[src/rtl/link_credit_sync.sv]
// Credit-based flow control for one virtual channel: gates sends on remote credits,
// tracks locally freed buffer slots as owed credits. Optional checks: LINK_CREDIT_SYNC_ASSERT_EN.
module link_credit_sync #(
  parameter int unsigned NumCredits      = 8,
  parameter int unsigned ForceSendThresh = NumCredits - 4,
  parameter bit          CredOnlyPktMode = 1'b1,
  parameter type         credit_t        = logic [$clog2(NumCredits+1)-1:0],
  parameter type         data_t          = logic [31:0]
) (
  input  logic    clk_i,
  input  logic    rst_i,
  input  data_t   data_to_send_i,
  output data_t   data_to_send_o,
  input  logic    send_valid_i,
  output logic    send_ready_o,
  output logic    send_valid_o,
  input  logic    send_ready_i,
  output credit_t credits_to_send_o,
  output logic    credits_only_packet_o,
  input  logic    req_cred_to_buffer_msg,
  input  credit_t credits_received_i,
  input  logic    receive_cred_i,
  input  logic    buffer_queue_out_val_i,
  input  logic    buffer_queue_out_rdy_i,
  input  logic    allow_cred_consume_i,
  input  logic    consume_cred_to_send_i
);

  localparam int unsigned CW = $bits(credit_t);
  localparam logic [CW:0] MaxCred = (CW+1)'(NumCredits);
  localparam logic [CW:0] Thresh  = (CW+1)'(ForceSendThresh);

  logic [CW-1:0] avail_q, owed_q;
  logic [CW:0]   avail_sum, avail_nxt;
  logic [CW-1:0] owed_nxt;
  logic          has_cred, data_beat, force_cop, data_hs, dequeue;

  // Data beats bypass the credit check when the message class needs no buffer credit.
  assign has_cred  = (avail_q != '0) | ~req_cred_to_buffer_msg;
  assign data_beat = send_valid_i & has_cred;
  assign force_cop = CredOnlyPktMode & allow_cred_consume_i
                   & ({1'b0, owed_q} >= Thresh) & ~data_beat;

  assign data_to_send_o        = data_to_send_i;
  assign send_valid_o          = ~rst_i & (data_beat | force_cop);
  assign credits_only_packet_o = ~rst_i & force_cop;
  assign send_ready_o          = send_ready_i & has_cred & ~force_cop;
  assign credits_to_send_o     = credit_t'(owed_q);

  assign data_hs = data_beat & send_ready_i & req_cred_to_buffer_msg;
  assign dequeue = buffer_queue_out_val_i & buffer_queue_out_rdy_i;

  // data_hs implies avail_q != 0, so the subtraction never wraps.
  always_comb begin
    avail_sum = {1'b0, avail_q};
    if (receive_cred_i) avail_sum = avail_sum + {1'b0, credits_received_i};
    avail_nxt = avail_sum - (CW+1)'(data_hs);
    if (avail_nxt > MaxCred) avail_nxt = MaxCred;
  end

  always_comb begin
    owed_nxt = owed_q;
    if (consume_cred_to_send_i)
      owed_nxt = CW'(dequeue);
    else if (dequeue && ({1'b0, owed_q} < MaxCred))
      owed_nxt = owed_q + 1'b1;
  end

  always_ff @(posedge clk_i) begin
    if (rst_i) begin
      avail_q <= MaxCred[CW-1:0];
      owed_q  <= '0;
    end else begin
      avail_q <= avail_nxt[CW-1:0];
      owed_q  <= owed_nxt;
    end
  end

`ifdef LINK_CREDIT_SYNC_ASSERT_EN
  if (ForceSendThresh > NumCredits) begin : g_bad_thresh
    $error("link_credit_sync: ForceSendThresh exceeds NumCredits");
  end

  always_ff @(posedge clk_i) begin
    if (!rst_i) begin
      if (receive_cred_i)
        assert (({1'b0, avail_q} + {1'b0, credits_received_i}) <= MaxCred)
          else $error("link_credit_sync: credit return overflows remote buffer depth");
      assert ({1'b0, owed_q} <= MaxCred)
        else $error("link_credit_sync: owed credit count above buffer depth");
      assert (!(data_hs && (avail_q == '0) && req_cred_to_buffer_msg))
        else $error("link_credit_sync: data sent with no credit available");
    end
  end
`else
  // Checks compiled out; behaviour is identical.
`endif

endmodule

[config.mk]
export PLATFORM = sky130hd
export DESIGN_NAME = link_credit_sync
export DESIGN_NICKNAME = d
export VERILOG_FILES = /design/src/rtl/link_credit_sync.sv
export SDC_FILE = /design/constraint.sdc
export NUM_CORES = 1
export LEC_CHECK = 0
export ABC_AREA = 0
export CORE_ASPECT_RATIO = 1.2
export CORE_UTILIZATION = 32
export CTS_CLUSTER_SIZE = 20
export DETAILED_ROUTE_END_ITERATION = 6
export PLACE_DENSITY = 0.85
export RECOVER_POWER = 50
export SLEW_MARGIN = 5
export SYNTH_ARGS = -nofsm -noshare
export SYNTH_HDL_FRONTEND = slang
export SYNTH_SLANG_ARGS = --single-unit
[constraint.sdc]
create_clock -name clk_i -period 7.45 [get_ports clk_i]
set_clock_uncertainty 0.15 [all_clocks]
set_input_delay 1.1175 -clock clk_i [delete_from_list [all_inputs] [get_ports clk_i]]
set_output_delay 1.1175 -clock clk_i [all_outputs]
set_load 0.1 [all_outputs]
==> metrics.txt, run 1 <==
largest family of logic cells by synthesized area=buffers and inverters; Antenna Violating Nets Remaining=0; sum of internal, switching and leakage power=126 µW; simple-gate area share of the yosys netlist=21.5%; number of buffers added by the clock tree synthesis step=3; Storage cell area=160 µm²; endpoints failing setup=0; share of synthesized area spent on multiplexers=4.49%; quantity of I/O buffers inserted on ports=20; slowest library cell on the worst path=sky130_fd_sc_hd__clkdlybuf4s50_1; critical-path maximum fanout=3; total global-route track usage=12.7%; Resized Gates After CTS=0; Total Wirelength=1690 µm; area occupied by multi-input gates=465 µm²; pin count of the biggest net entering global routing=11; sequential area share after synthesis=18.0%; start point of the critical path=req_cred_to_buffer_msg; reg2reg setup slack=4930 ps; outcome=finished, final reports clean; TritonCTS clock tree=done; initial antenna violation count=0; Setup Fix Bufs, Post-CTS=0; RSZ-0062 raised after global routing=false; number of standard-cell rows in the floorplan=20; post-synthesis register bit count=8; remaining global-route overflow=0; number of global-route vias before repair=747; initial core utilization=34.6%; die span in x=50.2 µm; xor/xnor cell area share of the yosys netlist=4.91%; share of layout cells above drive strength 1=7.37%; final RePlAce weighted congestion=0.866; count of TritonRoute iterations in the first routing pass=4; required time of the critical path=6180 ps; total inserted antenna cells=0; Post-layout nets=151; synthesized area per cell=8.42 µm²; drt via density=5.13; DRC violation count after routing=0; post-layout min period=4510 ps; Wirelength per Cell=13.2 µm; TNS Setup=0 ps; count leader, synth=sky130_fd_sc_hd__buf_4; vertical die dimension=59.8 µm; Final period util=60.6%; post-DP HPWL=1360 µm; crit path launch type=primary input; commonest cells in the synthesized netlist=sky130_fd_sc_hd__buf_4 (33), sky130_fd_sc_hd__dfxtp_1 (8), sky130_fd_sc_hd__nor2_1 (8); utilization after layout=34.8%; leading post-synthesis cells by cell area=sky130_fd_sc_hd__buf_4 (28%), sky130_fd_sc_hd__dfxtp_1 (18%), sky130_fd_sc_hd__ha_1 (9.8%), sky130_fd_sc_hd__mux2i_1 (4.5%), sky130_fd_sc_hd__xor2_1 (3.9%); Post-synth top flop=sky130_fd_sc_hd__dfxtp_1; complex-gate fraction of the synthesized area=9.26%; Final Hold Violating Endpoints=0; Syn. warnings=0; endpoint arrival time on the critical path=3240 ps; most used cell along the critical path=sky130_fd_sc_hd__clkdlybuf4s50_1; 1st-iter DRT viols=17; clock root buffer master=sky130_fd_sc_hd__clkbuf_4; remaining max-slew budget at the tightest pin=34.8%; transition at the pin with the smallest max-transition slack=975 ps; achievable frequency=222 MHz; pins over their slew limit=0; number of H-tree levels=1; proportion of netlist area held by the largest area contributor=27.8%; max-cap violation count=0; number of library cell types mapped by synthesis=33; endpoint kind of the worst setup timing path=primary output; cell area after technology mapping=892 µm²; total number of cells along the worst setup path=5; Worst R2R Path Depth=7; reg-to-reg endpoint=avail_q[3]; via count=657; Adder-Cell Fraction of Synth Area=12.1%; EDFF count, synth=0; worst path cell trace=clkdlybuf4s50_1, and2_1, nand2b_1, nor3b_1, clkdlybuf4s50_1; synth-to-layout area growth=0.561%; share of flip-flops with an asynchronous set or reset after synthesis=0%; number of buffers between clock root and the deepest sink=2; instance count of the mapped netlist=106; clock-pin slew reported for the worst setup and hold paths after clock tree synthesis=60 ps; startpoint of the lowest-slack register-to-register path=avail_q[0]; P_leak=0.000359 µW; Worst path max stage delay=1160 ps; CTS sink cnt=8; Buf+Inv Stages, Crit Path=2; Hold-fix buffers, CTS=0; insertion delay to the later sink of the worst-skew pair=260 ps; min-delay worst type=register to register; VDD IR max=0.0000688 V; area leader, netlist=sky130_fd_sc_hd__buf_4; Largest delay share family, worst path=buffers and inverters; number of top-level design ports=85; crit path to=credits_only_packet_o; total die area=3000 µm²; area of the core=2580 µm²; power density normalized to cell area=140 nW/µm²; category of the critical setup timing path=primary input to primary output; number of filler cells placed in the layout=268; startpoint of the most critical hold path=credits_to_send_o[1]; total nets after synthesis=160; wire length of the first global-routing pass=2950 µm
-- report_power, final --
group	total [µW]	internal, µW	switching, µW
clock	34.3	18.5	15.8
combinational	44.5	19.3	25.2
sequential	46.7	44.7	2.05
total	126	82.5	43.1
-- placed cells by master, fill, tap and decap left out, types with 2 or more instances in the layout --
master,instances
sky130_fd_sc_hd__a21oi_1,4
sky130_fd_sc_hd__clkbuf_4,3
sky130_fd_sc_hd__clkdlybuf4s50_1,19
sky130_fd_sc_hd__dfxtp_1,8
sky130_fd_sc_hd__ha_1,7
sky130_fd_sc_hd__inv_1,2
sky130_fd_sc_hd__mux2i_1,4
sky130_fd_sc_hd__nand2_1,3
sky130_fd_sc_hd__nor2_1,8
sky130_fd_sc_hd__nor3_1,4
sky130_fd_sc_hd__nor4_1,2
sky130_fd_sc_hd__nor4b_1,3
sky130_fd_sc_hd__o21ai_0,3
sky130_fd_sc_hd__xor2_1,4
-- flip-flops by register name, summed over array words and instances (netlist names) --
name               flops
credits_to_send_o      4
avail_q                4
-- worst min-delay path by stage --
stage	endpoint	slack [ps]	cells after the start
final	credits_to_send_o[1]	420	2
after global routing	credits_to_send_o[1]	460	2
after CTS	credits_to_send_o[1]	420	2
after detailed placement	credits_to_send_o[1]	410	2
after global placement	credits_to_send_o[1]	400	2
after floorplan	avail_q[0]	620	4
-- cells by family (layout without fill, tap and decap cells) --
kind of cell	after synthesis	in the layout
adder cells (fa/ha/maj)	8	8
buffers and inverters	36	25
AND/OR/NAND/NOR	32	32
XOR/XNOR	5	5
multiplexers	4	4
AO/OA/AOI/OAI	13	13
flip-flops	8	8
-- stage by stage --
stage	cell area (µm²)	setup WS [ps]	hold slack, ps	instances
final	897	2940	422	128
after global routing	897	2840	457	128
after CTS	897	2940	424	128
after detailed placement	875	2960	409	125
after global placement	875	2960	401	125
after floorplan	892	2620	618	106
-- layer usage --
layer	up-vias	share of wire [%]	global-route usage [%]
li1	314	-	-
met1	300	38	11.3
met2	38	50	22.7
met3	5	9.8	6.11
met4	0	1.8	8.57
met5	-	0	0
-- worst register-to-register path, stage by stage (launching register included) --
cell                      delay (ps)
sky130_fd_sc_hd__dfxtp_1         320
sky130_fd_sc_hd__ha_1            210
sky130_fd_sc_hd__fa_1            400
sky130_fd_sc_hd__xor2_1          170
sky130_fd_sc_hd__mux2i_1         350
sky130_fd_sc_hd__nand3_2         120
sky130_fd_sc_hd__xor2_1          190
sky130_fd_sc_hd__or4_1           470
-- area by class of cell --
type / count / share of cell area, %
clock buffers: 3 / 2.51
repair buffers: 20 / 22.3
well taps: 33 / 4.60
inverters: 2 / 0.837
flip-flops and latches: 8 / 17.9
multi-input cells: 62 / 51.9
No activity file was read; power rests on OpenSTA's default activity.
==> inputs of run 2 (changes only) <==
--- a/config.mk
+++ b/config.mk
@@ -7,10 +7,10 @@
 export LEC_CHECK = 0
 export ABC_AREA = 0
 export CORE_ASPECT_RATIO = 1.2
-export CORE_UTILIZATION = 32
+export CORE_UTILIZATION = 30
 export CTS_CLUSTER_SIZE = 20
 export DETAILED_ROUTE_END_ITERATION = 6
-export PLACE_DENSITY = 0.85
+export PLACE_DENSITY = 0.8
 export RECOVER_POWER = 50
 export SLEW_MARGIN = 5
 export SYNTH_ARGS = -nofsm -noshare
==> constraint.sdc (replaced) <==
create_clock -name clk_i -period 4.6 [get_ports clk_i]
set_clock_uncertainty 0.15 [all_clocks]
set_input_delay 0.69 -clock clk_i [delete_from_list [all_inputs] [get_ports clk_i]]
set_output_delay 0.69 -clock clk_i [all_outputs]
set_load 0.1 [all_outputs]
==> run 2 against run 1 <==
Non-clock buffer count unchanged. Routed wire length grew 1.3%. Register-to-register slack got worse by 2900 ps. Global-route usage shrank 1.0 points. Setup slack got worse by 1400 ps. Die area grew 6.4%. Total power is 60% higher. Critical path depth rose by 3. Via count up 1.4%. Design area decreased by 0.70%. Utilization is 3.1 points lower. Critical endpoint is now avail_q[3]. Largest cell class unchanged.
==> metrics.txt, run 2 (synthesized netlist as in run 1, its figures left out) <==
outcome=finished, final reports clean; number of standard-cell rows in the floorplan=21 (+5.0%); area of the core=2810 µm² (+9.1%); Post-layout nets=151 (unchanged); endpoints failing setup=0 (unchanged); critical-path maximum fanout=4 (+1); number of filler cells placed in the layout=300 (+12%); total global-route track usage=11.7% (-1.0 points); remaining max-slew budget at the tightest pin=34.6% (-0.15 points); synth-to-layout area growth=-0.140%; startpoint of the lowest-slack register-to-register path=avail_q[3]; total inserted antenna cells=0 (unchanged); crit path launch type=primary input; transition at the pin with the smallest max-transition slack=977 ps (+2.21 ps); CTS sink cnt=8 (unchanged); Worst Hold Endpoint=credits_to_send_o[1]; die span in x=51.8 µm (+3.1%); initial core utilization=31.7% (-2.9 points); post-layout min period=3070 ps; VDD IR max=0.000124 V (+80%); met2 routed WL=907 µm (+6.8%); insertion delay to the later sink of the worst-skew pair=250 ps (about the same); reg-to-reg endpoint=avail_q[3]; count of TritonRoute iterations in the first routing pass=2 (-2); Hold-fix buffers, CTS=0 (unchanged); met3 wire length=163 µm (-1.8%); reg2reg setup slack=2060 ps (-2870 ps); commonest cells after routing, fill and taps aside=sky130_fd_sc_hd__clkdlybuf4s50_1 (17), sky130_fd_sc_hd__nor2_1 (8), sky130_fd_sc_hd__dfxtp_1 (8); Total Wirelength=1710 µm (+1.3%); Wirelength per Cell=13.2 µm (+0.52%); number of buffers between clock root and the deepest sink=2 (unchanged); Setup Fix Bufs, Post-CTS=0 (unchanged); post-DP HPWL=1400 µm (+3.4%); RSZ-0062 raised after global routing=false; required time of the critical path=4570 ps (-1610 ps); final hold slack=411 ps (-11.4 ps); Final Hold Violating Endpoints=0 (unchanged); Worst R2R Path Depth=9 (+2); share of layout cells above drive strength 1=10.5% (+3.2 points); Final period util=66.8%; initial antenna violation count=0 (unchanged); power density normalized to cell area=226 nW/µm² (+62%); vertical die dimension=61.7 µm (+3.2%); clock-pin slew reported for the worst setup and hold paths after clock tree synthesis=50 ps (about the same); Storage cell area=160 µm² (unchanged); Resized Gates After CTS=0 (unchanged); 1st-iter DRT viols=2 (-15); area occupied by multi-input gates=465 µm² (unchanged); number of H-tree levels=1 (unchanged); Antenna Violating Nets Remaining=0 (unchanged); number of top-level design ports=85 (unchanged); remaining global-route overflow=0 (unchanged); pin count of the biggest net entering global routing=11 (unchanged); routed length on met1=634 µm (-0.94%); drt via density=5.16 (+0.58%); category of the critical setup timing path=primary input to register; TNS Setup=0 ps (unchanged); TritonCTS clock tree=done; achievable frequency=326 MHz; startpoint of the most critical hold path=credits_to_send_o[1]; min-delay worst type=register to register; final RePlAce weighted congestion=0.801 (-7.5%); P_leak=0.000364 µW (+1.4%); endpoint kind of the worst setup timing path=register; quantity of I/O buffers inserted on ports=20 (unchanged); most common library cell in the layout ignoring fill and taps=sky130_fd_sc_hd__clkdlybuf4s50_1; number of buffers added by the clock tree synthesis step=3 (unchanged); total die area=3200 µm² (+6.4%); hold-critical path depth=2 (unchanged); endpoint arrival time on the critical path=3040 ps (-200 ps); highest routed layer=met4; via count=666 (+1.4%); max-cap violation count=0 (unchanged); DRC violation count after routing=0 (unchanged); pins over their slew limit=0 (unchanged); wire length of the first global-routing pass=2830 µm (-4.0%); number of global-route vias before repair=686 (-8.2%); start point of the critical path=credits_received_i[0]; clock root buffer master=sky130_fd_sc_hd__clkbuf_4
[run 2: per-stage QoR]
step | worst slack, ps | total power [µW] | instances | area, µm² | util (%)
2_1_floorplan | 241 | 258 | 106 | 892 | -
3_3_place_gp | 1370 | 146 | 126 | 868 | 30.9
3_5_place_dp | 1280 | 150 | 126 | 868 | 30.9
4_1_cts | 1550 | 205 | 129 | 891 | 31.7
5_1_grt | 1400 | 215 | 129 | 891 | 31.7
6_report | 1530 | 201 | 129 | 891 | 31.7
[run 2: worst max-delay path by stage]
stage / to / slack, ps
after detailed placement: avail_q[3] / 1280
final: avail_q[3] / 1530
after global placement: avail_q[3] / 1370
after floorplan: credits_only_packet_o / 240
after global routing: avail_q[3] / 1400
after CTS: avail_q[3] / 1550
[run 2: worst max-delay path, stage by stage]
cell                              delay, ps
sky130_fd_sc_hd__clkdlybuf4s50_1        410
sky130_fd_sc_hd__ha_1                   220
sky130_fd_sc_hd__fa_1                   410
sky130_fd_sc_hd__xor2_1                 170
sky130_fd_sc_hd__mux2i_1                340
sky130_fd_sc_hd__nand3_2                120
sky130_fd_sc_hd__xor2_1                 190
sky130_fd_sc_hd__or4_1                  490
[run 2: layout make-up]
type / count / share of cell area (%)
well taps: 34 / 4.78
inverters: 2 / 0.843
flip-flops and latches: 8 / 18.0
multi-input cells: 62 / 52.2
clock buffers: 3 / 2.53
repair buffers: 20 / 21.6
[run 2: layer usage]
layer	vias up	global-route usage (%)
met5	-	0
li1	318	-
met1	309	11.0
met4	0	3.86
met2	37	22.3
met3	2	5.60
[run 2: power by group]
part	total (µW)	internal, µW	switching [µW]
logic	72.6	31.0	41.6
clock network	52.9	29.8	23.1
registers	75.8	72.4	3.46
total	201	133	68.2
